$ cat src/rtl/match_event_monitor.sv
// -----------------------------------------------------------------------------
// match_event_monitor
//   Post-processor for a 1001 Mealy sequence detector output. Each detector bit
//   is qualified by a bit-valid strobe. The block counts qualified matches,
//   timestamps the most recent one in bit-index units and raises a sticky burst
//   alarm when THRESH or more matches fall inside the last WIN qualified bits.
//
// Ports
//   clk         : rising-edge clock
//   rst         : synchronous active-low reset (highest priority)
//   en          : bit-valid qualifier; nothing advances while low
//   match_in    : detector output for the current bit
//   clr         : synchronous clear of counters, window, timestamp and alarm
//   match_pulse : registered single-cycle copy of a qualified match
//   match_cnt   : saturating count of qualified matches
//   last_ts     : bit index of the most recent qualified match
//   ts          : current bit index (qualified bits since reset/clr, wraps)
//   burst_alarm : sticky alarm, high while the FSM is in ALARM
//   state       : FSM state (00 IDLE, 01 ACTIVE, 10 ALARM)
// -----------------------------------------------------------------------------
module match_event_monitor #(
    parameter int CNT_W  = 8,
    parameter int TS_W   = 16,
    parameter int WIN    = 16,
    parameter int THRESH = 3
) (
    input  logic             clk,
    input  logic             rst,
    input  logic             en,
    input  logic             match_in,
    input  logic             clr,
    output logic             match_pulse,
    output logic [CNT_W-1:0] match_cnt,
    output logic [TS_W-1:0]  last_ts,
    output logic [TS_W-1:0]  ts,
    output logic             burst_alarm,
    output logic [1:0]       state
);

    localparam int WC_W = $clog2(WIN + 1);

    typedef enum logic [1:0] {
        IDLE   = 2'b00,
        ACTIVE = 2'b01,
        ALARM  = 2'b10
    } state_e;

    state_e           state_q, state_d;
    logic             pulse_q, pulse_d;
    logic [CNT_W-1:0] cnt_q, cnt_d;
    logic [TS_W-1:0]  last_ts_q, last_ts_d;
    logic [TS_W-1:0]  ts_q, ts_d;
    logic             alarm_q, alarm_d;
    logic [WIN-1:0]   win_q, win_d;
    logic [WC_W-1:0]  win_cnt_q, win_cnt_d;

    // Next-state logic for counters, window and FSM; clr beats en.
    always_comb begin
        state_d   = state_q;
        pulse_d   = 1'b0;
        cnt_d     = cnt_q;
        last_ts_d = last_ts_q;
        ts_d      = ts_q;
        win_d     = win_q;
        win_cnt_d = win_cnt_q;

        if (clr) begin
            state_d   = IDLE;
            cnt_d     = '0;
            last_ts_d = '0;
            ts_d      = '0;
            win_d     = '0;
            win_cnt_d = '0;
        end else if (en) begin
            ts_d  = ts_q + TS_W'(1);
            // Bit WIN-1 was sampled WIN qualified samples ago and leaves now.
            win_d = {win_q[WIN-2:0], match_in};
            // Intermediate may wrap when WIN+1 is a power of two; the
            // modular result still lands in 0..WIN.
            win_cnt_d = win_cnt_q + WC_W'(match_in) - WC_W'(win_q[WIN-1]);

            if (match_in) begin
                pulse_d   = 1'b1;
                last_ts_d = ts_q;
                if (cnt_q != {CNT_W{1'b1}}) begin
                    cnt_d = cnt_q + CNT_W'(1);
                end else begin
                    cnt_d = cnt_q;
                end
            end else begin
                pulse_d = 1'b0;
            end

            case (state_q)
                IDLE: begin
                    // Window is empty in IDLE, so only THRESH=1 can jump to ALARM.
                    if (match_in) begin
                        if (win_cnt_d >= WC_W'(THRESH)) begin
                            state_d = ALARM;
                        end else begin
                            state_d = ACTIVE;
                        end
                    end else begin
                        state_d = IDLE;
                    end
                end
                ACTIVE: begin
                    if (win_cnt_d >= WC_W'(THRESH)) begin
                        state_d = ALARM;
                    end else begin
                        state_d = ACTIVE;
                    end
                end
                ALARM:   state_d = ALARM;
                default: state_d = IDLE;
            endcase
        end else begin
            state_d = state_q;
        end

        alarm_d = (state_d == ALARM);
    end

    // State and output registers with synchronous active-low reset.
    always_ff @(posedge clk) begin
        if (!rst) begin
            state_q   <= IDLE;
            pulse_q   <= 1'b0;
            cnt_q     <= '0;
            last_ts_q <= '0;
            ts_q      <= '0;
            alarm_q   <= 1'b0;
            win_q     <= '0;
            win_cnt_q <= '0;
        end else begin
            state_q   <= state_d;
            pulse_q   <= pulse_d;
            cnt_q     <= cnt_d;
            last_ts_q <= last_ts_d;
            ts_q      <= ts_d;
            alarm_q   <= alarm_d;
            win_q     <= win_d;
            win_cnt_q <= win_cnt_d;
        end
    end

    assign match_pulse = pulse_q;
    assign match_cnt   = cnt_q;
    assign last_ts     = last_ts_q;
    assign ts          = ts_q;
    assign burst_alarm = alarm_q;
    assign state       = state_q;

endmodule
$ cat config.mk
export PLATFORM = sky130hd
export DESIGN_NAME = match_event_monitor
export DESIGN_NICKNAME = d
export VERILOG_FILES = /design/src/rtl/match_event_monitor.sv
export SDC_FILE = /design/constraint.sdc
export NUM_CORES = 1
export LEC_CHECK = 0
export CAP_MARGIN = 10
export CORE_MARGIN = 2
export CORE_UTILIZATION = 50
export CTS_BUF_LIST = sky130_fd_sc_hd__clkbuf_8 sky130_fd_sc_hd__clkbuf_16
export CTS_CLUSTER_SIZE = 24
export DETAILED_ROUTE_END_ITERATION = 8
export PLACE_DENSITY = 0.77
export RECOVER_POWER = 25
export REMOVE_ABC_BUFFERS = 1
export SYNTH_ARGS = -nofsm -noshare
export SYNTH_HDL_FRONTEND = slang
export SYNTH_SLANG_ARGS = --single-unit
$ cat constraint.sdc
create_clock -name clk -period 2.5 [get_ports clk]
set_input_delay 0.625 -clock clk [delete_from_list [all_inputs] [get_ports clk]]
set_output_delay 0.625 -clock clk [all_outputs]
set_load 0.005 [all_outputs]
==> results_dict.tcl <==
set metrics [dict create \
    status "finished, final reports clean" \
    max_cap_violations 0 \
    vias 2125 \
    io_pins 49 \
    core_um2 5140 \
    fillers 459 \
    die_x_um 77.35 \
    avgSynthCellArea_um2 9.058 \
    netlist_instances 297 \
    cts_resized 0 \
    postCtsSetupRepairBufs 0 \
    grt_max_degree 39 \
    worstRegToRegCells 10 \
    num_rows 26 \
    ys_types 37 \
    dieHeight_um 77.35 \
    synth_mux_area_frac 0.07442 \
    hold_depth 2 \
    synthSimpleGateAreaFrac 0.2126 \
    grtUsageTotal 0.1906 \
    power.internal_mw 1.532 \
    ys_seq_area_frac 0.4837 \
    synth-xor-area-share 0.08000 \
    switchingPower_uw 437.3 \
    gr-total-overflow 0 \
    cts_max_level 3 \
    grt_pass1_vias 1997 \
    synthAdderAreaFrac 0.04000 \
    area_growth_pct 27.81 \
    drtPass1Iterations 4 \
    cp_max_fo 3 \
    wl_per_cell_um 12.19 \
    place_hpwl_um 3637 \
    antenna_found_initial 0 \
    maxSlewHeadroom 0.6406 \
    setup_viol_count_final 0 \
    io_buffers 48 \
    dr.first_iter.drc_count 104 \
    synth_area_um2 2690 \
    multi_input_area_um2 1287 \
    numCtsBuffers 9 \
    p_sw_frac 0.2221 \
    hold_viol 0 \
    comb_power_share 0.056 \
    critPathLaunchType "input port" \
    synth_seq_cells 65 \
    hold_class "register to register" \
    drive_gt1_frac 0.07865 \
    vdd_drop_max_mv 0.2929 \
    nNetsFinal 365 \
    wl_um 5195 \
    clock.fmax_mhz 421.3 \
    drcViolationCount 0 \
    yosys_warnings 0 \
    maxSlewViolCount 0 \
    register_area_um2 1301 \
    p_leak_nw 1.274 \
    rsz0062_at_grt "false" \
    drtAntennaViolNets 0 \
    dieArea_um2 5983 \
    clk_pin_slew_ns 0.07 \
    hold_ws_ns 0.4529 \
    cp-end-kind "register" \
    post-route-period-util 0.9494 \
    synth_top_family_by_area "simple AND/OR/NAND/NOR gates" \
    hold_buffers 0 \
    min_period_ns 2.373 \
    cts_num_sinks 65 \
    path_class "input port to register" \
    n_antenna_cell 0 \
    pwr-share-clk 0.411 \
    cts_tree "done" \
    grt_pass1_wl_um 9170 \
    vias_per_cell 4.988 \
    clock_latency_ns 0.33 \
    clock_tree.buffer_depth 2 \
    p_total_mw 1.969 \
    crit_required_ns 2.71 \
    power_density_nw_per_um2 572.6 \
    crit_arrival_ns 2.58 \
    clockRootBuffer "clkbuf_8" \
    fin_worst_skew_ns 0.008341 \
    place.gp.congestion 0.8045 \
    worstMarginPinSlew_ns 0.5391 \
    start_util 0.5234 \
    fin_tns_setup_ns 0 \
    synth_compound_area_frac 0.07070 \
    pwr-share-seq 0.533 \
]
## critical path, stage by stage
cell and delay (ns):
clkdlybuf4s50_1 0.42, ha_1 0.23, fa_1 0.38, a21o_1 0.20, a21oi_2 0.16, xnor3_1 0.24, nor3_2 0.23, a2111oi_0 0.10
## final cells by class
cell class,count,share of cell area
multi-input cells,207,0.3745
repair buffers,58,0.1583
inverters,11,0.01201
clock buffers,9,0.03603
clock inverters,6,0.01528
flip-flops and latches,65,0.3785
well taps,70,0.02547
## cells in the mapped netlist
cell | instances | area (µm²)
and2_1 | 2 | 12.51
a21oi_1 | 22 | 110.1
nand4_2 | 1 | 12.51
xnor2_1 | 12 | 105.1
inv_1 | 11 | 41.29
nand4_4 | 1 | 21.27
dfxtp_1 | 65 | 1301
nand2b_1 | 2 | 12.51
nor3_2 | 3 | 30.03
o21ai_0 | 3 | 15.01
xnor3_1 | 1 | 22.52
and3_2 | 1 | 7.510
nor2_1 | 47 | 176.4
a21o_1 | 2 | 15.01
a211o_1 | 1 | 8.760
or3_1 | 1 | 6.260
ha_1 | 7 | 87.58
a211oi_1 | 1 | 7.510
nor2b_1 | 2 | 12.51
nand2_1 | 43 | 161.4
buf_4 | 1 | 7.510
nand3_1 | 8 | 40.04
a2111oi_0 | 1 | 8.760
xor2_1 | 10 | 87.58
nand4b_1 | 1 | 8.760
and3_1 | 2 | 12.51
nand4_1 | 3 | 18.77
nor4_1 | 1 | 6.260
mux2i_1 | 20 | 200.2
o211a_1 | 1 | 10.01
clkbuf_1 | 8 | 30.03
a31oi_1 | 1 | 6.260
fa_1 | 1 | 20.02
a21oi_2 | 1 | 8.760
nor3_1 | 3 | 15.01
buf_2 | 5 | 25.02
and4_1 | 2 | 17.52
## cell usage in the layout, fill, tap and decap left out, types with 2 or more instances in the layout
master,instances
a21o_1,2
a21oi_1,22
and3_1,2
and4_1,2
buf_4,7
clkbuf_1,3
clkbuf_8,9
clkdlybuf4s50_1,47
clkinv_2,3
dfxtp_1,65
ha_1,7
inv_1,13
mux2i_1,20
nand2_1,43
nand3_1,8
nand4_1,3
nor2_1,47
nor2b_1,2
nor3_1,3
nor3_2,3
o21ai_0,3
xnor2_1,12
xor2_1,10
## power groups by stage
stage / clock network (mW) / registers (mW) / logic, mW
3_5_place_dp: 0 / 1.07 / 0.114
5_1_grt: 0.876 / 1.05 / 0.123
2_1_floorplan: 0 / 1.07 / 0.0596
3_3_place_gp: 0 / 1.07 / 0.112
6_report: 0.810 / 1.05 / 0.111
4_1_cts: 0.833 / 1.05 / 0.115
## stage by stage
stage | instance area (µm²) | utilization | instances | setup WS (ns)
floorplan | 2628 | - | 283 | 0.2070
global placement | 3273 | 0.6368 | 411 | -0.1824
detailed placement | 3273 | 0.6368 | 411 | -0.2286
CTS | 3450 | 0.6711 | 426 | 0.1403
global route | 3438 | 0.6689 | 426 | 0.006855
finish | 3438 | 0.6689 | 426 | 0.1265
## final timing paths
kind,from,endpoint,slack (ns)
setup / recovery,match_in,burst_alarm,0.13
hold / removal,last_ts[14],last_ts[14],0.45
setup reg to reg,win_cnt_q[0],burst_alarm,0.21
hold reg to reg,last_ts[14],last_ts[14],0.45
## layer usage
metal  global-route usage  routed length (µm)  up-vias
li1                     -                   -     1094
met5                    0                   0        -
met2               0.3148                2364       47
met3              0.05233                 252        8
met4              0.07500                  82        0
met1               0.2366                2495      976
## logic make-up (layout without fill, tap and decap cells)
group                      Yosys count  count (layout)
and+or+nand+nor                    123             123
DFF                                 65              65
AOI/OAI and AO/OA                   33              33
buffers and inverters               25              84
xor gates and xnor gates            23              23
muxes                               20              20
adders and majority gates            8               8
## state kept, by name, indices dropped and copies added, names as in the netlist
| register | flops |
|---|---|
| last_ts | 16 |
| ts | 16 |
| win_q | 16 |
| match_cnt | 8 |
| win_cnt_q | 5 |
| state | 2 |
| burst_alarm | 1 |
| match_pulse | 1 |
(Power assumes the default switching activity.)
